[src/rtl/demod_reg_bank_if.sv]
// Host-side register bus for demod_reg_bank: select, byte-lane write strobes,
// read strobe, word address and data in both directions.
interface demod_reg_bank_if;
  logic        cs;
  logic        wr0;
  logic        wr1;
  logic        wr2;
  logic        wr3;
  logic        rd;
  logic [12:0] addr;
  logic [31:0] dataIn;
  logic [31:0] dataOut;

  modport master (output cs, wr0, wr1, wr2, wr3, rd, addr, dataIn, input dataOut);
  modport slave  (input cs, wr0, wr1, wr2, wr3, rd, addr, dataIn, output dataOut);
endinterface

[src/rtl/demod_reg_bank.sv]
// Demod control/status register bank on the bus clock. Optional saturating
// lock-loss event counters are built only when DEMOD_LOSS_COUNTERS_EN is defined.
module demod_reg_bank #(
  parameter int NUM_DACS   = 3,
  parameter int NUM_STATUS = 4,
  parameter int CNT_W      = 8
) (
  input  logic                    busClk,
  input  logic                    reset,
  demod_reg_bank_if.slave         bus,
  input  logic [NUM_STATUS-1:0]   statusIn_i,
  input  logic [15:0]             fskDeviation_i,
  output logic [4:0]              demodMode_o,
  output logic                    oqpskIthenQ_o,
  output logic [4*NUM_DACS-1:0]   dacSelect_o,
  output logic [15:0]             falseLockAlpha_o,
  output logic [15:0]             falseLockThreshold_o,
  output logic [4:0]              amTC_o,
  output logic                    lossIrq_o
);
  localparam logic [2:0] A_CONTROL = 3'd0;
  localparam logic [2:0] A_DACSEL  = 3'd1;
  localparam logic [2:0] A_FLOCK   = 3'd2;
  localparam logic [2:0] A_STATUS  = 3'd3;
  localparam logic [2:0] A_AMTC    = 3'd4;
  localparam logic [2:0] A_FSKDEV  = 3'd5;
  localparam logic [2:0] A_STICKY  = 3'd6;
  localparam logic [2:0] A_LOSSCNT = 3'd7;

  logic [2:0] sel;
  logic [3:0] we;
  logic       unused_addr;
  assign sel         = bus.addr[4:2];
  assign we          = {4{bus.cs}} & {bus.wr3, bus.wr2, bus.wr1, bus.wr0};
  assign unused_addr = ^{bus.addr[12:5], bus.addr[1:0]};

  logic [4:0]            demod_mode_q;
  logic                  oqpsk_q;
  logic [NUM_STATUS-1:0] irq_mask_q;
  logic [4*NUM_DACS-1:0] dac_sel_q;
  logic [31:0]           shadow_q;
  logic [15:0]           alpha_q;
  logic [15:0]           thr_q;
  logic                  commit_q;
  logic [4:0]            amtc_q;

  always_ff @(posedge busClk) begin
    if (reset) begin
      demod_mode_q <= '0;
      oqpsk_q      <= 1'b0;
      irq_mask_q   <= '0;
      for (int k = 0; k < NUM_DACS; k++) dac_sel_q[4*k +: 4] <= 4'(k);
      shadow_q     <= 32'hFFFF_0000;
      alpha_q      <= 16'h0000;
      thr_q        <= 16'hFFFF;
      commit_q     <= 1'b0;
      amtc_q       <= '0;
    end else begin
      if (sel == A_CONTROL) begin
        if (we[0]) demod_mode_q <= bus.dataIn[4:0];
        if (we[1]) oqpsk_q      <= bus.dataIn[13];
        if (we[3]) irq_mask_q   <= bus.dataIn[24 +: NUM_STATUS];
      end
      if (sel == A_DACSEL) begin
        for (int k = 0; k < NUM_DACS; k++)
          if (we[k]) dac_sel_q[4*k +: 4] <= bus.dataIn[8*k +: 4];
      end
      if (sel == A_FLOCK) begin
        for (int b = 0; b < 4; b++)
          if (we[b]) shadow_q[8*b +: 8] <= bus.dataIn[8*b +: 8];
      end
      // Commit one cycle late so bytes written alongside wr3 are already in the shadow.
      commit_q <= (sel == A_FLOCK) && we[3];
      if (commit_q) begin
        alpha_q <= shadow_q[15:0];
        thr_q   <= shadow_q[31:16];
      end
      if (sel == A_AMTC && we[0]) amtc_q <= bus.dataIn[4:0];
    end
  end

  logic [NUM_STATUS-1:0] sync1_q, sync2_q, dly_q;
  logic [NUM_STATUS-1:0] loss_evt;
  logic [NUM_STATUS-1:0] sticky_q, sticky_d, w1c;
  logic                  irq_q;

  assign loss_evt = dly_q & ~sync2_q;
  assign w1c      = (sel == A_STICKY && we[0]) ? bus.dataIn[NUM_STATUS-1:0] : '0;
  assign sticky_d = (sticky_q & ~w1c) | loss_evt;

  always_ff @(posedge busClk) begin
    if (reset) begin
      sync1_q  <= '0;
      sync2_q  <= '0;
      dly_q    <= '0;
      sticky_q <= '0;
      irq_q    <= 1'b0;
    end else begin
      sync1_q  <= statusIn_i;
      sync2_q  <= sync1_q;
      dly_q    <= sync2_q;
      sticky_q <= sticky_d;
      irq_q    <= |(sticky_q & irq_mask_q);
    end
  end

  logic [31:0] loss_count;
`ifdef DEMOD_LOSS_COUNTERS_EN
  logic [NUM_STATUS-1:0][CNT_W-1:0] cnt_q, cnt_d;
  logic                             cnt_clr;
  assign cnt_clr = bus.cs & bus.rd & (sel == A_LOSSCNT);

  // A clear coinciding with an event leaves that event counted.
  always_comb begin
    cnt_d = cnt_q;
    for (int i = 0; i < NUM_STATUS; i++) begin
      if (cnt_clr)
        cnt_d[i] = CNT_W'(loss_evt[i]);
      else if (loss_evt[i] && cnt_q[i] != {CNT_W{1'b1}})
        cnt_d[i] = cnt_q[i] + 1'b1;
    end
  end

  always_ff @(posedge busClk) begin
    if (reset) cnt_q <= '0;
    else       cnt_q <= cnt_d;
  end

  always_comb begin
    loss_count = '0;
    for (int i = 0; i < NUM_STATUS; i++) loss_count[8*i +: CNT_W] = cnt_q[i];
  end
`else
  assign loss_count = '0;
`endif

  logic [31:0] rdata_d, dout_q;
  always_comb begin
    rdata_d = '0;
    case (sel)
      A_CONTROL: begin
        rdata_d[4:0]              = demod_mode_q;
        rdata_d[13]               = oqpsk_q;
        rdata_d[24 +: NUM_STATUS] = irq_mask_q;
      end
      A_DACSEL: for (int k = 0; k < NUM_DACS; k++) rdata_d[8*k +: 4] = dac_sel_q[4*k +: 4];
      A_FLOCK:   rdata_d = shadow_q;
      A_STATUS:  rdata_d[NUM_STATUS-1:0] = sync2_q;
      A_AMTC:    rdata_d[4:0] = amtc_q;
      A_FSKDEV:  rdata_d[15:0] = fskDeviation_i;
      A_STICKY:  rdata_d[NUM_STATUS-1:0] = sticky_q;
      A_LOSSCNT: rdata_d = loss_count;
      default:   rdata_d = '0;
    endcase
  end

  always_ff @(posedge busClk) begin
    if (reset)                dout_q <= '0;
    else if (bus.cs & bus.rd) dout_q <= rdata_d;
  end

  assign bus.dataOut          = dout_q;
  assign demodMode_o          = demod_mode_q;
  assign oqpskIthenQ_o        = oqpsk_q;
  assign dacSelect_o          = dac_sel_q;
  assign falseLockAlpha_o     = alpha_q;
  assign falseLockThreshold_o = thr_q;
  assign amTC_o               = amtc_q;
  assign lossIrq_o            = irq_q;
endmodule
[src/flat_wrapper.sv]
// flat-port wrapper written by rule: the top's interface ports become plain ports
module demod_reg_bank_flat 
#(
  parameter int NUM_DACS   = 3,
  parameter int NUM_STATUS = 4,
  parameter int CNT_W      = 8
)
  (busClk, reset, statusIn_i, fskDeviation_i, demodMode_o, oqpskIthenQ_o, dacSelect_o, falseLockAlpha_o, falseLockThreshold_o, amTC_o, lossIrq_o, bus_cs, bus_wr0, bus_wr1, bus_wr2, bus_wr3, bus_rd, bus_addr, bus_dataIn, bus_dataOut);
  demod_reg_bank_if bus_i ();
  input  logic busClk;
  input  logic reset;
  input  logic [NUM_STATUS-1:0] statusIn_i;
  input  logic [15:0] fskDeviation_i;
  output logic [4:0] demodMode_o;
  output logic oqpskIthenQ_o;
  output logic [4*NUM_DACS-1:0] dacSelect_o;
  output logic [15:0] falseLockAlpha_o;
  output logic [15:0] falseLockThreshold_o;
  output logic [4:0] amTC_o;
  output logic lossIrq_o;
  input wire logic [$bits(bus_i.cs)-1:0] bus_cs;
  input wire logic [$bits(bus_i.wr0)-1:0] bus_wr0;
  input wire logic [$bits(bus_i.wr1)-1:0] bus_wr1;
  input wire logic [$bits(bus_i.wr2)-1:0] bus_wr2;
  input wire logic [$bits(bus_i.wr3)-1:0] bus_wr3;
  input wire logic [$bits(bus_i.rd)-1:0] bus_rd;
  input wire logic [$bits(bus_i.addr)-1:0] bus_addr;
  input wire logic [$bits(bus_i.dataIn)-1:0] bus_dataIn;
  output wire logic [$bits(bus_i.dataOut)-1:0] bus_dataOut;
  assign bus_i.cs = bus_cs;
  assign bus_i.wr0 = bus_wr0;
  assign bus_i.wr1 = bus_wr1;
  assign bus_i.wr2 = bus_wr2;
  assign bus_i.wr3 = bus_wr3;
  assign bus_i.rd = bus_rd;
  assign bus_i.addr = bus_addr;
  assign bus_i.dataIn = bus_dataIn;
  assign bus_dataOut = bus_i.dataOut;
  demod_reg_bank #(.NUM_DACS(NUM_DACS), .NUM_STATUS(NUM_STATUS), .CNT_W(CNT_W)) u_core (.busClk(busClk), .reset(reset), .bus(bus_i), .statusIn_i(statusIn_i), .fskDeviation_i(fskDeviation_i), .demodMode_o(demodMode_o), .oqpskIthenQ_o(oqpskIthenQ_o), .dacSelect_o(dacSelect_o), .falseLockAlpha_o(falseLockAlpha_o), .falseLockThreshold_o(falseLockThreshold_o), .amTC_o(amTC_o), .lossIrq_o(lossIrq_o));
endmodule
[config.mk]
export PLATFORM = sky130hd
export DESIGN_NAME = demod_reg_bank_flat
export DESIGN_NICKNAME = d
export VERILOG_FILES = /design/src/rtl/demod_reg_bank_if.sv /design/src/rtl/demod_reg_bank.sv /design/src/flat_wrapper.sv
export SDC_FILE = /design/constraint.sdc
export NUM_CORES = 1
export LEC_CHECK = 0
export ABC_AREA = 0
export CAP_MARGIN = 20
export CORE_UTILIZATION = 51
export CTS_CLUSTER_SIZE = 16
export DETAILED_ROUTE_END_ITERATION = 16
export GPL_TIMING_DRIVEN = 0
export PLACE_DENSITY = 0.86
export SETUP_SLACK_MARGIN = 0.1
export SKIP_LAST_GASP = 1
export SLEW_MARGIN = 30
export SYNTH_ARGS = -nofsm -noshare
export SYNTH_HDL_FRONTEND = slang
export SYNTH_SLANG_ARGS = --single-unit
export TNS_END_PERCENT = 1
[constraint.sdc]
create_clock -name busClk -period 3 [get_ports busClk]
set_input_delay 0.3 -clock busClk [delete_from_list [all_inputs] [get_ports busClk]]
set_output_delay 0.3 -clock busClk [all_outputs]
set_load 0.02 [all_outputs]
==> impl_results.rst, run 1 <==
.. list-table::
   :header-rows: 1

   * - Metric
     - Value
   * - Netlist area before placement
     - 0.005559 sq mm
   * - Number of placement rows
     - 37
   * - Sequential share of the synthesized area
     - 50.78%
   * - Routed length per placed instance
     - 19.53 um
   * - Result of the run
     - finished, final reports clean
   * - Crit path cell chain
     - clkdlybuf4s50_1
   * - Inserted Clock Buffers
     - 17
   * - Worst Setup End Kind
     - primary output
   * - Cell at the root of the clock tree
     - sky130_fd_sc_hd__clkbuf_8
   * - Setup repair after global routing missed its margin
     - false
   * - Number of resized instances in the post-cts repair step
     - 0
   * - Headroom to the max-slew limit
     - 53.07%
   * - Count of pins on the block boundary
     - 161
   * - Register bit total from synthesis
     - 141
   * - Antenna violations before repair
     - 0
   * - Crit-path leading delay family
     - buffers and inverters
   * - Count of port buffers added during placement
     - 147
   * - Post-CTS Setup Inserts
     - 0
   * - Starting density of the core
     - 53.13%
   * - Antenna Cells
     - 0
   * - Height of the die
     - 106.4 um
   * - Int Pwr
     - 3.377 mW
   * - Unique cell type count in the Yosys netlist
     - 47
   * - CORE AREA
     - 0.01046 sq mm
   * - Post-route core utilization
     - 74.52%
   * - Total iterations of the first detailed-routing run
     - 6
   * - Vias in the first global route
     - 5255
   * - Maximum clock skew at final layout
     - 0.005261 ns
   * - Post-layout minimum cycle time
     - 1.848 ns
   * - Clock group share of total power
     - 47.4%
   * - Data required, critical path
     - 2.70 ns
   * - Switching power total
     - 1.029 mW
   * - Number of enable flip-flop cells after synthesis
     - 0
   * - Count of buffer and inverter cells on the critical path
     - 1
   * - Slowest stage delay, CP
     - 0.64 ns
   * - Share of the synthesized area in the top cell type
     - 50.78%
   * - TritonCTS clock tree
     - yes
   * - Number of DRC markers in iteration 0
     - 399
   * - Maximum vdd ir drop
     - 0.3258 mV
   * - Residual antenna-violating net count after detailed routing
     - 0
   * - Hold buffers post-CTS
     - 0
   * - Clock Path Buffers
     - 2
   * - Sinks on the clock net
     - 141
   * - Global routing usage summed across all routing layers
     - 31.69%
   * - Global route overflow
     - 0
   * - Final hold violations
     - 0
   * - H-tree level count
     - 4
   * - YS warnings
     - 0
   * - Dominant cell by count in the synthesized netlist
     - sky130_fd_sc_hd__dfxtp_1
   * - Gate power share
     - 8.6%
   * - Setup violations, final
     - 0
   * - Clock latency of the later-clocked register in the worst-skew pair
     - 0.52 ns
   * - Share of total power in sequential cells
     - 44.0%
   * - Switching power share of the total
     - 23.35%
   * - Areal power density over the cells
     - 565.1 mW/mm^2
   * - Fraction of final layout cells sized beyond drive strength 1
     - 9.354%
   * - Ratio of routed vias to standard cells
     - 5.830
   * - Top fanout value on the critical path
     - 3
   * - Setup slack of the worst register-to-register path
     - 1.60 ns
   * - Largest net degree at the start of global routing
     - 17
   * - Final HPWL from detailed placement
     - 12.35 mm
   * - Number of remaining DRC errors
     - 0
   * - Worst-path cell with the longest stage delay
     - sky130_fd_sc_hd__clkdlybuf4s50_1
   * - Global-route wire length before repair
     - 27.12 mm
   * - Routability Congestion
     - 0.9126
   * - Die Footprint
     - 0.01132 sq mm
   * - Chip Width
     - 106.4 um
   * - Maximum clock frequency
     - 541.1 MHz
   * - Detailed Route WL
     - 17.48 mm
   * - Area growth syn-to-layout
     - 40.24%
   * - Gate Count Post-Synth
     - 580
   * - Pleak
     - 2.893 nW
   * - Reported max-cap violation count
     - 0
   * - Cell taking the most area after synthesis
     - sky130_fd_sc_hd__dfxtp_1
   * - Average cell area after synthesis
     - 9.585 sq um
   * - Clock input transition at the sequential cells of the worst setup and hold paths
     - 0.06 ns
   * - Share of the clock period used by the worst path after layout
     - 61.61%
   * - Startpoint type of the worst setup path
     - register
   * - Commonest cells post-synth
     - sky130_fd_sc_hd__dfxtp_1 (141), sky130_fd_sc_hd__nor2_1 (78), sky130_fd_sc_hd__mux2i_1 (52)
   * - Kind of path behind the tightest hold check
     - input pin to register
   * - Total negative slack
     - 0 ns
   * - Arrival time reported for the critical path endpoint
     - 1.55 ns
   * - Net count of the mapped netlist
     - 653
   * - Biggest area contributors in the synthesized netlist
     - sky130_fd_sc_hd__dfxtp_1 (51%), sky130_fd_sc_hd__mux2i_1 (9.4%), sky130_fd_sc_hd__nor2_1 (5.3%), sky130_fd_sc_hd__nor2b_1 (4.1%), sky130_fd_sc_hd__a22oi_1 (3.4%)
   * - Layout Nets
     - 819
   * - Worst setup path class
     - register to primary output
   * - Synth async-reset ratio
     - 0%
   * - Synth Flop Type
     - sky130_fd_sc_hd__dfxtp_1
   * - Count of vias placed by the detailed router
     - 5218
   * - Slew of the pin with the lowest slew margin
     - 0.7039 ns
   * - Max-slew violation count
     - 0
==> area by class of cell <==
| class | instances | area (sq um) |
|---|---|---|
| Sequential cell | 141 | 2823 |
| Inverter | 7 | 26.28 |
| Clock inverter | 14 | 167.7 |
| Buffer | 45 | 214.0 |
| Fill cell | 779 | 2666 |
| Clock buffer | 18 | 427.9 |
| Timing Repair Buffer | 147 | 1471 |
| Multi-Input combinational cell | 387 | 2496 |
| Tap cell | 136 | 170.2 |
==> worst paths after layout <==
| kind | to | start | depth (start not counted) |
|---|---|---|---|
| worst min register to register | u_core.sync2_q[3]$_SDFF_PP0_ | u_core.sync1_q[3]$_SDFF_PP0_ | 1 |
| worst max-delay path | bus_dataOut[1] | u_core.bus.dataOut[1]$_SDFFE_PP0P_ | 1 |
| worst min-delay path | u_core.sync1_q[0]$_SDFF_PP0_ | statusIn_i[0] | 2 |
| worst max register to register | u_core.falseLockAlpha_o[2]$_SDFFE_PP0P_ | u_core.commit_q$_SDFF_PP0_ | 4 |
==> metrics by stage <==
| step | area [sq um] | setup WS [ns] | cells | hold slack (ns) | power [mW] |
|---|---|---|---|---|---|
| 3_3_place_gp | 7201 | 0.8816 | 863 | 0.4232 | 2.335 |
| 4_1_cts | 7796 | 1.163 | 895 | 0.3260 | 4.404 |
| 2_1_floorplan | 5559 | 1.597 | 580 | 0.4138 | 2.149 |
| 3_5_place_dp | 7201 | 0.8335 | 863 | 0.4299 | 2.345 |
| 5_1_grt | 7796 | 1.105 | 895 | 0.3373 | 4.547 |
| 6_report | 7796 | 1.152 | 895 | 0.3366 | 4.406 |
==> logic make-up after synthesis <==
logic type	after synthesis	synth area share [%]
and+or+nand+nor	221	20.23
DFF	141	50.78
buffers and inverters	52	4.321
AOI/OAI and AO/OA	105	13.48
muxes	61	11.19
==> cell usage in the layout (no fill, tap or decap), types with 2 or more instances in the layout <==
cell type and instances:
sky130_fd_sc_hd__clkdlybuf4s50_1 147, sky130_fd_sc_hd__dfxtp_1 141, sky130_fd_sc_hd__nor2_1 78, sky130_fd_sc_hd__mux2i_1 52, sky130_fd_sc_hd__nand2_1 47, sky130_fd_sc_hd__nor2b_1 36
sky130_fd_sc_hd__a22oi_1 25, sky130_fd_sc_hd__clkbuf_1 22, sky130_fd_sc_hd__a21oi_1 20, sky130_fd_sc_hd__nand3b_1 18, sky130_fd_sc_hd__a211o_1 18, sky130_fd_sc_hd__clkbuf_16 16
sky130_fd_sc_hd__o21ai_0 15, sky130_fd_sc_hd__buf_2 14, sky130_fd_sc_hd__a221oi_1 9, sky130_fd_sc_hd__mux2_2 9, sky130_fd_sc_hd__nand2b_1 8, sky130_fd_sc_hd__nor3_1 8
sky130_fd_sc_hd__buf_4 7, sky130_fd_sc_hd__and3_1 7, sky130_fd_sc_hd__inv_1 7, sky130_fd_sc_hd__a22o_1 4, sky130_fd_sc_hd__clkinv_2 4, sky130_fd_sc_hd__or3_1 3
sky130_fd_sc_hd__a211oi_1 3, sky130_fd_sc_hd__nand3_1 3, sky130_fd_sc_hd__clkinvlp_4 3, sky130_fd_sc_hd__bufinv_16 3, sky130_fd_sc_hd__a21o_1 2, sky130_fd_sc_hd__a222oi_1 2
sky130_fd_sc_hd__clkbuf_8 2, sky130_fd_sc_hd__inv_6 2, sky130_fd_sc_hd__clkinv_4 2
==> per-layer routing <==
layer	track usage [%]	up-vias	share of wire (%)
li1	-	2361	-
met1	38.11	2493	38
met2	52.64	308	49
met3	8.032	56	10
met4	15.28	0	3.5
met5	0	-	0
==> flip-flops by register name, summed over array words and instances (netlist names) <==
| signal | flops |
|---|---|
| u_core.demodMode_o | 5 |
| u_core.shadow_q | 32 |
| u_core.dly_q | 4 |
| u_core.dacSelect_o | 12 |
| u_core.amTC_o | 5 |
| u_core.falseLockAlpha_o | 16 |
| u_core.bus.dataOut | 32 |
| u_core.falseLockThreshold_o | 16 |
| u_core.lossIrq_o | 1 |
| u_core.sync2_q | 4 |
| u_core.sticky_q | 4 |
| u_core.irq_mask_q | 4 |
| u_core.oqpskIthenQ_o | 1 |
| u_core.commit_q | 1 |
| u_core.sync1_q | 4 |
==> power groups by stage <==
stage | combinational, mW | sequential, mW | clock (mW)
2_1_floorplan | 0.157 | 1.99 | 0
3_3_place_gp | 0.361 | 1.97 | 0
3_5_place_dp | 0.369 | 1.98 | 0
4_1_cts | 0.375 | 1.94 | 2.09
5_1_grt | 0.400 | 1.94 | 2.21
6_report | 0.379 | 1.94 | 2.09
Note: power is estimated with default switching activity, not from simulation.
==> run 2: changes to the inputs <==
--- a/config.mk
+++ b/config.mk
@@ -7,11 +7,11 @@
 export LEC_CHECK = 0
 export ABC_AREA = 0
 export CAP_MARGIN = 20
-export CORE_UTILIZATION = 51
+export CORE_UTILIZATION = 43
 export CTS_CLUSTER_SIZE = 16
 export DETAILED_ROUTE_END_ITERATION = 16
 export GPL_TIMING_DRIVEN = 0
-export PLACE_DENSITY = 0.86
+export PLACE_DENSITY = 0.77
 export SETUP_SLACK_MARGIN = 0.1
 export SKIP_LAST_GASP = 1
 export SLEW_MARGIN = 30
==> constraint.sdc (replaced) <==
create_clock -name busClk -period 1.6 [get_ports busClk]
set_input_delay 0.16 -clock busClk [delete_from_list [all_inputs] [get_ports busClk]]
set_output_delay 0.16 -clock busClk [all_outputs]
set_load 0.02 [all_outputs]
==> run 2 against run 1 <==
Net effect:
- final cell count is 4.0% higher
- register-to-register slack worse by 1.4 ns
- power is 84% higher
- highest routed layer unchanged
- critical endpoint is now demodMode_o[1]
- die area is 18% higher
- critical path type unchanged
- first-iteration DRC count is 15% higher
- largest cell class unchanged
- largest power group unchanged
==> impl_results.rst, run 2 (same netlist as run 1, synthesis figures left out) <==
.. list-table::
   :header-rows: 1

   * - Metric
     - Value
   * - Slowest stage delay, CP
     - 0.63 ns (about the same)
   * - Worst-path cell with the longest stage delay
     - sky130_fd_sc_hd__clkdlybuf4s50_1
   * - Result of the run
     - finished, final reports clean
   * - Area growth syn-to-layout
     - 40.76%
   * - Maximum clock frequency
     - 625.7 MHz
   * - Residual antenna-violating net count after detailed routing
     - 0 (unchanged)
   * - FF+latch area
     - 0.002823 sq mm (unchanged)
   * - FILL cells
     - 1094 (+40%)
   * - Logic depth of the worst path, buffers included
     - 1 (unchanged)
   * - Worst reg-to-reg path cell count
     - 4 (unchanged)
   * - Crit-path leading delay family
     - buffers and inverters
   * - Starting density of the core
     - 44.05% (-9.1 points)
   * - Detailed Route WL
     - 17.01 mm (-2.7%)
   * - Ratio of routed vias to standard cells
     - 5.313 (-8.9%)
   * - Final HPWL from detailed placement
     - 12.41 mm (+0.52%)
   * - Pleak
     - 2.896 nW (+0.11%)
   * - Worst setup path class
     - register to primary output
   * - Maximum clock skew at final layout
     - 0.008488 ns (+0.003228 ns)
   * - Hold buffers post-CTS
     - 0 (unchanged)
   * - Vias in the first global route
     - 4795 (-8.8%)
   * - Routed length per placed instance
     - 18.27 um (-6.5%)
   * - Headroom to the max-slew limit
     - 49.03% (-4.0 points)
   * - Clock latency of the later-clocked register in the worst-skew pair
     - 0.42 ns (-0.10 ns)
   * - Count of buffer and inverter cells on the critical path
     - 1 (unchanged)
   * - Inserted Clock Buffers
     - 17 (unchanged)
   * - Number of placement rows
     - 41 (+11%)
   * - Cell at the root of the clock tree
     - sky130_fd_sc_hd__clkbuf_16
   * - CORE AREA
     - 0.01262 sq mm (+21%)
   * - Setup slack of the worst register-to-register path
     - 0.17 ns (-1.43 ns)
   * - Count of pins on the block boundary
     - 161 (unchanged)
   * - Worst Setup End Kind
     - primary output
   * - Clock input transition at the sequential cells of the worst setup and hold paths
     - 0.06 ns (about the same)
   * - Clock Path Buffers
     - 2 (unchanged)
   * - Post-CTS Setup Inserts
     - 0 (unchanged)
   * - Number of remaining DRC errors
     - 0 (unchanged)
   * - Post-route core utilization
     - 62.01% (-13 points)
   * - Kind of path behind the tightest hold check
     - input pin to register
   * - Data required, critical path
     - 1.44 ns (-1.26 ns)
   * - Global routing usage summed across all routing layers
     - 26.07% (-5.6 points)
   * - Startpoint type of the worst setup path
     - register
   * - Setup violations, final
     - 0 (unchanged)
   * - Design Power
     - 8.095 mW (+84%)
   * - Final hold violations
     - 0 (unchanged)
   * - Post-layout minimum cycle time
     - 1.598 ns
   * - Global route overflow
     - 0 (unchanged)
   * - Fraction of final layout cells sized beyond drive strength 1
     - 9.354% (unchanged)
   * - Max-slew violation count
     - 0 (unchanged)
   * - Critical path destination
     - demodMode_o[1]
   * - Placement Cell Area
     - 0.007246 sq mm (+0.63%)
   * - Multi-input gate area in the final layout
     - 0.002502 sq mm (+0.25%)
   * - Count of port buffers added during placement
     - 147 (unchanged)
   * - Timing startpoint of the critical path
     - u_core.demodMode_o[1]$_SDFFE_PP0P_
   * - Antenna violations before repair
     - 0 (unchanged)
   * - Total iterations of the first detailed-routing run
     - 5 (-1)
   * - Sinks on the clock net
     - 141 (unchanged)
   * - Area of all placed cells without fillers
     - 0.007825 sq mm (+0.37%)
   * - Reported max-cap violation count
     - 0 (unchanged)
   * - TritonCTS clock tree
     - yes
   * - Routability Congestion
     - 0.8687 (-4.8%)
   * - Top fanout value on the critical path
     - 3 (unchanged)
   * - Global-route wire length before repair
     - 25.85 mm (-4.7%)
   * - H-tree level count
     - 4 (unchanged)
   * - Largest net degree at the start of global routing
     - 17 (unchanged)
   * - Die Footprint
     - 0.01339 sq mm (+18%)
   * - Reg-to-reg critical path endpoint
     - u_core.falseLockAlpha_o[15]$_SDFFE_PP0P_
   * - Arrival time reported for the critical path endpoint
     - 1.44 ns (-0.11 ns)
   * - Areal power density over the cells
     - 1035 mW/mm^2 (+83%)
   * - Share of the clock period used by the worst path after layout
     - 99.89%
   * - Setup repair after global routing missed its margin
     - true
   * - Most frequent cells in the layout
     - sky130_fd_sc_hd__clkdlybuf4s50_1 (145), sky130_fd_sc_hd__dfxtp_1 (141), sky130_fd_sc_hd__nor2_1 (78)
   * - Layout Nets
     - 819 (unchanged)
   * - Most common cell after layout, fill and taps aside
     - sky130_fd_sc_hd__clkdlybuf4s50_1
   * - Count of vias placed by the detailed router
     - 4946 (-5.2%)
   * - Height of the die
     - 115.7 um (+8.7%)
   * - Chip Width
     - 115.7 um (+8.7%)
   * - Crit path cell chain
     - clkdlybuf4s50_1
   * - Antenna Cells
     - 0 (unchanged)
   * - Number of DRC markers in iteration 0
     - 460 (+15%)
   * - Slew of the pin with the lowest slew margin
     - 0.7646 ns (+0.06065 ns)
   * - Maximum vdd ir drop
     - 0.5605 mV (+72%)
   * - Worst reg2reg path startpoint
     - u_core.commit_q$_SDFF_PP0_
## run 2: layout make-up
cell class | count | area share (%)
clock buffer | 20 | 5.836
multi-input combinational | 387 | 31.98
sequential | 141 | 36.07
inverter | 7 | 0.3358
timing repair buffer | 147 | 18.82
clock inverter | 12 | 1.455
tap | 172 | 2.750
buffer | 45 | 2.750
## run 2: worst min-delay path by stage
stage                                 start                                 end  slack [ns]  cells past startpoint
2_1_floorplan                 bus_dataIn[8]  u_core.dacSelect_o[4]$_SDFFE_PP1P_        0.28                      1
3_3_place_gp   u_core.sync1_q[0]$_SDFF_PP0_        u_core.sync2_q[0]$_SDFF_PP0_        0.42                      1
3_5_place_dp   u_core.sync1_q[3]$_SDFF_PP0_        u_core.sync2_q[3]$_SDFF_PP0_        0.42                      1
4_1_cts                       statusIn_i[3]        u_core.sync1_q[3]$_SDFF_PP0_        0.29                      2
5_1_grt                       statusIn_i[3]        u_core.sync1_q[3]$_SDFF_PP0_        0.29                      2
6_report                      statusIn_i[3]        u_core.sync1_q[3]$_SDFF_PP0_        0.29                      2
## run 2: metrics by stage
step | setup slack (ns) | std cells | setup TNS [ns] | hold slack [ns]
floorplan | 0.3373 | 580 | 0 | 0.2779
global placement | -0.4987 | 899 | -20.57 | 0.4189
detailed placement | -0.4838 | 899 | -23.09 | 0.4242
CTS | 0.002051 | 931 | 0 | 0.2892
global route | -0.03640 | 931 | -0.1573 | 0.2899
finish | 0.001769 | 931 | 0 | 0.2919
## run 2: what timing repair did
action	CTS	global route
gates resized for setup	2	3
setup endpoints to repair	100	131
gates cloned	0	0
pin swaps	0	0
## run 2: per-layer routing
layer	global-route usage [%]	wire [um]	vias up
met4	9.487	299	0
met3	4.603	945	26
li1	-	-	2358
met1	34.19	7718	2364
met2	43.15	8043	198
met5	0	0	-
## run 2: power breakdown
part	internal (mW)	switching, mW	leakage (nW)
logic	0.334	0.372	1.48
clock network	2.23	1.53	0.269
registers	3.58	0.0497	1.14
